File: config.mk
export PLATFORM = sky130hd
export DESIGN_NAME = voice_allocator
export DESIGN_NICKNAME = d
export VERILOG_FILES = /design/src/rtl/synth_pkg.sv /design/src/rtl/voice_pick.sv /design/src/rtl/voice_allocator.sv
export SDC_FILE = /design/constraint.sdc
export NUM_CORES = 1
export LEC_CHECK = 0
export BUFFER_PORTS_ARGS = -buffer_cell sky130_fd_sc_hd__buf_2
export CAP_MARGIN = 20
export CORE_AREA = 4 4 124 126
export DETAILED_ROUTE_END_ITERATION = 7
export DIE_AREA = 0 0 128 130
export PLACE_DENSITY = 0.53
export SYNTH_ARGS = -nofsm -noshare
export SYNTH_HDL_FRONTEND = slang
export SYNTH_SLANG_ARGS = --single-unit
File: constraint.sdc
create_clock -name MHz10 -period 2.24 [get_ports MHz10]
set_clock_uncertainty 0.2 [all_clocks]
set_input_delay 0 -clock MHz10 [delete_from_list [all_inputs] [get_ports MHz10]]
set_output_delay 0 -clock MHz10 [all_outputs]
set_load 0.005 [all_outputs]
File: src/rtl/synth_pkg.sv
// Shared types for the synth voice path: FSM encoding, default widths,
// and the latched note-event bundle.
package synth_pkg;

   localparam int MAXW_DEF = 20;
   localparam int VELW_DEF = 7;

   typedef logic [1:0] state_t;

   localparam state_t ST_IDLE   = 2'd0;
   localparam state_t ST_PICK   = 2'd1;
   localparam state_t ST_ISSUE  = 2'd2;
   localparam state_t ST_SETTLE = 2'd3;

   typedef struct packed {
      logic                on;
      logic [MAXW_DEF-1:0] max;
      logic [VELW_DEF-1:0] vel;
   } evt_t;

endpackage

File: src/rtl/voice_pick.sv
// Lowest-index priority encoder over a voice request vector.
module voice_pick #(
   parameter int N  = 4,
   parameter int IW = (N > 1) ? $clog2(N) : 1
) (
   input  logic [N-1:0]  req,
   output logic [IW-1:0] idx,
   output logic          found
);

   always_comb begin
      idx   = '0;
      found = 1'b0;
      for (int i = N - 1; i >= 0; i--) begin
         if (req[i]) begin
            idx   = IW'(i);
            found = 1'b1;
         end
      end
   end

endmodule

File: src/rtl/voice_allocator.sv
// Note-event dispatcher for a bank of saw-counter voices.
// Optional round-robin voice stealing: define VOICE_STEAL_EN.
module voice_allocator
   import synth_pkg::*;
#(
   parameter int NVOICE = 4,
   parameter int MAXW   = MAXW_DEF,
   parameter int VELW   = VELW_DEF
) (
   input  logic                   MHz10,
   input  logic                   nrst,
   input  logic                   en,
   input  logic                   panic,
   input  logic                   evt_valid,
   output logic                   evt_ready,
   input  logic                   evt_on,
   input  logic [MAXW-1:0]        evt_max,
   input  logic [VELW-1:0]        evt_vel,
   input  logic [NVOICE-1:0]      voice_available,
   input  logic [NVOICE-1:0]      voice_pressed,
   input  logic [NVOICE*MAXW-1:0] voice_max,
   output logic [NVOICE-1:0]      start_note,
   output logic                   end_note,
   output logic                   clear,
   output logic [MAXW-1:0]        new_max,
   output logic [VELW-1:0]        velocity,
   output logic                   dropped
);

   localparam int IW = $clog2(NVOICE);

   state_t            state_q, state_d;
   logic              ph_q, ph_d;
   logic              on_q, on_d;
   logic [MAXW-1:0]   max_q, max_d;
   logic [VELW-1:0]   vel_q, vel_d;
   logic [NVOICE-1:0] match_q, match_d;
   logic [NVOICE-1:0] avail_q, avail_d;
   logic [NVOICE-1:0] start_q, start_d;
   logic              end_q, end_d;
   logic              clear_q, clear_d;
   logic [MAXW-1:0]   nmax_q, nmax_d;
   logic [VELW-1:0]   nvel_q, nvel_d;
   logic [NVOICE-1:0] mvec;
   logic [IW-1:0]     m_idx, a_idx;
   logic              m_found, a_found;
`ifdef VOICE_STEAL_EN
   logic [IW-1:0]     steal_q, steal_d;
`else
   logic              drop_q, drop_d;
`endif

   always_comb begin
      for (int i = 0; i < NVOICE; i++) begin
         mvec[i] = voice_pressed[i] &&
                   (voice_max[i*MAXW +: MAXW] == max_q);
      end
   end

   // status is registered first, then encoded, to keep the compare off
   // the encoder path; this makes PICK two cycles long
   voice_pick #(.N(NVOICE), .IW(IW)) u_match (
      .req   (match_q),
      .idx   (m_idx),
      .found (m_found)
   );

   voice_pick #(.N(NVOICE), .IW(IW)) u_avail (
      .req   (avail_q),
      .idx   (a_idx),
      .found (a_found)
   );

   assign evt_ready = en & ~panic & (state_q == ST_IDLE);

   always_comb begin
      state_d = state_q;
      ph_d    = ph_q;
      on_d    = on_q;
      max_d   = max_q;
      vel_d   = vel_q;
      match_d = match_q;
      avail_d = avail_q;
      start_d = start_q;
      end_d   = end_q;
      clear_d = clear_q;
      nmax_d  = nmax_q;
      nvel_d  = nvel_q;
`ifdef VOICE_STEAL_EN
      steal_d = steal_q;
`else
      drop_d  = drop_q;
`endif
      if (en) begin
         start_d = '0;
         end_d   = 1'b0;
         clear_d = 1'b0;
`ifndef VOICE_STEAL_EN
         drop_d  = 1'b0;
`endif
         if (panic) begin
            clear_d = 1'b1;
            state_d = ST_SETTLE;
            ph_d    = 1'b0;
`ifdef VOICE_STEAL_EN
            steal_d = '0;
`endif
         end else begin
            unique case (state_q)
               ST_IDLE: begin
                  if (evt_valid) begin
                     on_d    = evt_on & (evt_vel != '0);
                     max_d   = evt_max;
                     vel_d   = evt_vel;
                     ph_d    = 1'b0;
                     state_d = ST_PICK;
                  end
               end
               ST_PICK: begin
                  if (!ph_q) begin
                     match_d = mvec;
                     avail_d = voice_available;
                     ph_d    = 1'b1;
                  end else begin
                     ph_d    = 1'b0;
                     state_d = ST_ISSUE;
                     if (!on_q) begin
                        end_d  = 1'b1;
                        nmax_d = max_q;
                     end else if (m_found) begin
                        start_d[m_idx] = 1'b1;
                        nmax_d = max_q;
                        nvel_d = vel_q;
                     end else if (a_found) begin
                        start_d[a_idx] = 1'b1;
                        nmax_d = max_q;
                        nvel_d = vel_q;
                     end else begin
`ifdef VOICE_STEAL_EN
                        start_d[steal_q] = 1'b1;
                        nmax_d = max_q;
                        nvel_d = vel_q;
                        steal_d = (steal_q == IW'(NVOICE - 1)) ?
                                  '0 : steal_q + 1'b1;
`else
                        drop_d = 1'b1;
`endif
                     end
                  end
               end
               ST_ISSUE:  state_d = ST_SETTLE;
               ST_SETTLE: state_d = ST_IDLE;
               default:   state_d = ST_IDLE;
            endcase
         end
      end
   end

   always_ff @(posedge MHz10 or negedge nrst) begin
      if (!nrst) begin
         state_q <= ST_IDLE;
         ph_q    <= 1'b0;
         on_q    <= 1'b0;
         max_q   <= '0;
         vel_q   <= '0;
         match_q <= '0;
         avail_q <= '0;
         start_q <= '0;
         end_q   <= 1'b0;
         clear_q <= 1'b0;
         nmax_q  <= '0;
         nvel_q  <= '0;
      end else begin
         state_q <= state_d;
         ph_q    <= ph_d;
         on_q    <= on_d;
         max_q   <= max_d;
         vel_q   <= vel_d;
         match_q <= match_d;
         avail_q <= avail_d;
         start_q <= start_d;
         end_q   <= end_d;
         clear_q <= clear_d;
         nmax_q  <= nmax_d;
         nvel_q  <= nvel_d;
      end
   end

`ifdef VOICE_STEAL_EN
   always_ff @(posedge MHz10 or negedge nrst) begin
      if (!nrst) steal_q <= '0;
      else       steal_q <= steal_d;
   end

   assign dropped = 1'b0;
`else
   always_ff @(posedge MHz10 or negedge nrst) begin
      if (!nrst) drop_q <= 1'b0;
      else       drop_q <= drop_d;
   end

   assign dropped = drop_q & en;
`endif

   // pulses held while disabled fire as soon as en returns
   assign start_note = start_q & {NVOICE{en}};
   assign end_note   = end_q & en;
   assign clear      = clear_q & en;
   assign new_max    = nmax_q;
   assign velocity   = nvel_q;

endmodule

# --- Word level (Yosys, flattened, before mapping) ---
# Cells that the tools add are included.
totals:
  out_inout_bits: 35
  word_cells: 102
  register_bits: 73
classes:
  reduce_logical: 16
  magnitude_cmp: 4
  eq_ne: 10
  bitwise_logic: 9
  n_mux: 50
ops:
  columns: ["op", "count"]
  rows:
  - ["$eq 20x20->1", 4]
  - ["$mux 20", 3]
  - ["$mux 1", 24]
  - ["$mux 4", 6]
  - ["$mux 2", 11]
  - ["$mux 7", 2]
  - ["$pmux 2 s4", 1]
  - ["$reduce_and 4->1", 2]
  - ["$reduce_bool 7->1", 1]
  - ["$and 1x1->1", 6]
  - ["$logic_and 1x1->1", 6]
  - ["$lt 2x3->1 const B", 2]
  - ["$ne 3x3->1 const B", 2]
  - ["$reduce_and 3->1", 2]
  - ["$reduce_and 6->1", 1]
  - ["$reduce_and 5->1", 1]
  - ["$and 4x4->4", 1]
  - ["$demux 1 s2", 2]
  - ["$eq 2x2->1 const B", 2]
  - ["$ge 2x1->1 const B", 2]
  - ["$ne 3x1->1 const B", 1]
  - ["$reduce_bool 3->1", 1]
  - ["$eq 2x1->1 const B", 1]
  - ["$logic_not 2->1", 1]
  - ["other kinds (3)", 4]

# --- Longest topological paths before layout ---
logic_depth:
  word_depth: 14
  mapped_depth: 8
  depth_no_buf: 6

# --- By module ---
# Synthesis repeated with hierarchy kept, for this count alone.
hier_totals:
  cells_unflattened: 355
  hier_area_um2: 4005.1
modules_own_cells:
  columns: ["module", "area_each_um2", "instances", "cells_each"]
  rows:
  - ["voice_allocator", 3935.0, 1, 341]
  - ["voice_pick", 35.0, 2, 7]

# --- Worst setup path after synthesis ---
# No wires, ideal clock.
synth_timing:
  path_kind: "register -> register"
  from: "register state_q[1]"
  to: "register nmax_q[0], in the netlist new_max[0]"
  path_slack_ns: 0.358
  t_arrival_ns: 1.557
  period_less_slack_ns: 1.882
  n_path_buf: 1
  required_time_ns: 1.915
  stages_incl_launch_ff: 8
  path_cell_list: "dfrtp_1 inv_1 ha_1 nor2b_2 nand3_1 a21oi_4 buf_12 mux2_4"
synth_between:
  elab_chain_cells: 2
synth_rtl:
  columns: ["item", "line", "source"]
  rows:
  - ["start, declared", "voice_allocator.sv:32", "state_t state_q, state_d;"]
  - ["start signal, assigned", "voice_allocator.sv:174", "state_q <= state_d;"]
  - ["$eq 2x1->1", "voice_allocator.sv:109", "unique case (state_q)"]
  - ["$reduce_and 5->1 (no line)", null, null]
  - ["end signal, assigned", "voice_allocator.sv:184", "nmax_q <= nmax_d;"]
  - ["end, declared", "voice_allocator.sv:42", "logic [MAXW-1:0] nmax_q, nmax_d;"]
# Every way passes these cells.
# A chain may end at the register's enable or synchronous reset.

# --- Final worst setup path ---
layout_timing:
  from: "register state_q[0]"
  to: "register ph_q"
layout_between:
  elab_chain_cells: 3
  word_cells_on_any_way: 7
  cone_classes: "eq/ne: 2; mux: 2; reduce/logical: 3"
layout_rtl:
  columns: ["item", "line", "source"]
  rows:
  - ["$eq 2x1->1 or $logic_not 2->1 (tied branches)", "voice_allocator.sv:109", null]
  - ["$pmux 1 s2, or another cell as far along", "voice_allocator.sv:109", null]
  - ["$mux 1 or $reduce_and 3->1 (tied branches)", null, null]
  - ["end signal, assigned", "voice_allocator.sv:175", "ph_q <= ph_d;"]
  - ["end, declared", "voice_allocator.sv:33", "logic ph_q, ph_d;"]
# Several ways; a longest one is shown, not always the timed one.

==> flow_metrics.tcl <==
set metrics [dict create \
    final_nets 669 \
    multiInputGateArea_um2 2130 \
    cp_num_cells 7 \
    drv_cap 0 \
    cts_max_level 3 \
    clock_power_share 0.252 \
    ys_top_cells_by_area "dfrtp_1, xor2_1, mux2_4" \
    syn_inst 338 \
    worst-path-max-fanout 5 \
    routedWlPerCell_um 17.1 \
    ys.flop_type "dfrtp_1" \
    finalHoldWorstSlack_ns 0.0163 \
    r2r_slack_ns 0.14 \
    place_hpwl_um 9460 \
    syn_nets 461 \
    port_buffers 155 \
    status "finished clean" \
    relSlewSlack 0.365 \
    p_int_mw 3.74 \
    grt_pass1_vias 3596 \
    initial_core_util 0.295 \
    num_rows 44 \
    regArea_um2 1830 \
    synth_enable_flop_cells 0 \
    antenna_found_initial 0 \
    drcViolationCount 0 \
    worst-path-buf-inv 2 \
    grt_usage 0.155 \
    hold_class "in -> reg" \
    finalHoldViolCount 0 \
    peakVddDrop_mv 0.451 \
    async_reset_ff_frac 1.00 \
    syn_avg_cell_area_um2 12.5 \
    final_common_cell "buf_2" \
    critPathKind "reg -> reg" \
    grt_pass1_wl_um 19500 \
    power.switching_mw 1.84 \
    path_cells "inv_1 > ha_1 > nand2b_1 > o21ai_1 > a32oi_1 > o22ai_1 > dlygate4sd3_1" \
    die_width_um 128 \
    hold_depth 5 \
    grt_start_max_net_pins 74 \
    io_pins 156 \
    cts_sinks 73 \
    switching_share 0.330 \
    yosys_warnings 0 \
    drv_slew 0 \
    mappedNetlistArea_um2 4230 \
    combPwrFrac 0.335 \
    insertion_delay_ns 0.33 \
    drive_gt1_frac 0.460 \
    drt_wl_total_um 12500 \
    power_mw 5.58 \
    clock_path_buffers 2 \
    synth_top_area_share 0.432 \
    cp.arrival_ns 2.12 \
    cellPowerDensity_nw_per_um2 929 \
    synth_cell_type_count 41 \
    min_period_over_period 0.938 \
    required_ns 2.26 \
    hold_start "voice_max[2]" \
    cts_tree "built" \
    fmax_ghz 0.476 \
    drt_iter0_drc 89 \
    postRouteAntennaNets 0 \
    vias 3258 \
    crit_slowest_cell "dlygate4sd3_1" \
    clk_pin_slew_ns 0.06 \
    period_needed_ns 2.10 \
    antenna_cells 0 \
    ys_seq_elements 73 \
    tightest_slew_ns 0.952 \
    tns_ns 0 \
    hold_end "match_q[0]" \
    reg2reg_depth 7 \
    p_leak_nw 3.00 \
    place_congestion 0.830 \
    rr_startpoint "state_q[0]" \
    core_area_um2 14300 \
    crit_path_end_kind "register" \
    grt_overflow 0 \
    die-area_um2 16600 \
    synthToLayoutAreaGrowth_pct 42.1 \
    finalSetupViolCount 0 \
    viasPerCell 4.44 \
    rsz0062_at_grt "false" \
    critPathMaxStageDelay_ns 0.57 \
    fin_area_um2 6010 \
    cp_top_family "buffers and inverters" \
    final_cell_mix "buf_2, dfrtp_1, dlygate4sd3_1" \
    r2r-end "ph_q" \
    synth_seq_area_share 0.432 \
    dieHeight_um 130 \
    detail_route.first_pass.iterations 4 \
    start_kind "register" \
    n_fill_cell 1412 \
    synth_largest_area_cell "dfrtp_1" \
    cts-root-buf "clkbuf_16" \
    dpl_cell_area_um2 5070 \
    p_seq_frac 0.413 \
    numCtsBuffers 9 \
    placedCellCount 654 \
    fin_cells 734 \
]
==> power by group through the flow <==
stage | Combinational [mW] | Sequential [mW] | Clock [mW]
CTS | 1.86 | 2.32 | 1.45
detailed placement | 1.72 | 2.34 | 0
finish | 1.87 | 2.31 | 1.41
global route | 2.06 | 2.38 | 1.50
floorplan | 1.64 | 1.91 | 0
global placement | 1.67 | 2.33 | 0
==> worst min-delay path, stage by stage <==
cell	delay, ns
buf_2	0.08
xor2_1	0.18
nor4_2	0.07
nand4_1	0.10
o41ai_2	0.08
==> registers in the layout (all words and copies together) (netlist names) <==
register  count
max_q        20
new_max      20
vel_q         7
velocity      7
avail_q       4
match_q       4
start_q       4
state_q       2
clear_q       1
drop_q        1
end_q         1
on_q          1
ph_q          1
==> cells by family after synthesis <==
kind of cell    share of synthesized area
buf+inv                            0.0645
xor+xnor                            0.166
flops                               0.432
mux                                 0.182
simple gates                        0.101
fa+ha+maj                         0.00592
compound gates                     0.0485
==> final cells by class <==
class | instances | share of cell area
Clock buffer | 13 | 0.0416
Inverter | 11 | 0.00687
Timing Repair Buffer | 225 | 0.247
Sequential cell | 73 | 0.304
Multi-Input combinational cell | 226 | 0.355
Clock inverter | 2 | 0.00646
Tap cell | 184 | 0.0383
==> worst max path at each step <==
stage / from / to / slack (ns)
after floorplan: state_q[1] / new_max[0] / 0.36
after global placement: state_q[1] / velocity[5] / 0.17
after detailed placement: state_q[1] / velocity[3] / 0.11
after CTS: state_q[1] / velocity[3] / 0.11
after global routing: state_q[1] / new_max[5] / 0.01
final: state_q[0] / ph_q / 0.14
==> per-layer routing <==
metal / track usage / wire length (um)
met2: 0.260 / 6170
met5: 0 / 0
met4: 0.0743 / 327
met1: 0.194 / 5500
met3: 0.0274 / 526
==> stage by stage <==
| step | setup slack, ns | utilization |
|---|---|---|
| 2_1_floorplan | 0.358 | - |
| 3_3_place_gp | 0.172 | 0.354 |
| 3_5_place_dp | 0.111 | 0.354 |
| 4_1_cts | 0.109 | 0.418 |
| 5_1_grt | 0.0100 | 0.420 |
| 6_report | 0.140 | 0.420 |
==> cells in the mapped netlist, types with 3 or more instances <==
| cell type | instances |
|---|---|
| dfrtp_1 | 73 |
| nor3_1 | 4 |
| clkbuf_1 | 5 |
| xor2_1 | 60 |
| xnor2_1 | 20 |
| a21oi_1 | 6 |
| nor4_2 | 9 |
| o22ai_1 | 5 |
| nand2_1 | 10 |
| mux2_2 | 31 |
| buf_2 | 9 |
| buf_6 | 10 |
| inv_1 | 11 |
| nor2_1 | 3 |
| mux2_4 | 28 |
| nand4_1 | 8 |
| nor4_1 | 3 |
| o41ai_2 | 4 |
| and2_1 | 7 |
==> repair_timing <==
item                       CTS  global route
resized for setup            0             2
hold buffers                63             0
setup endpoints to repair    0             8
hold endpoints to repair   119             0
setup buffers                0             2
Power figures use the tool's default switching activity.
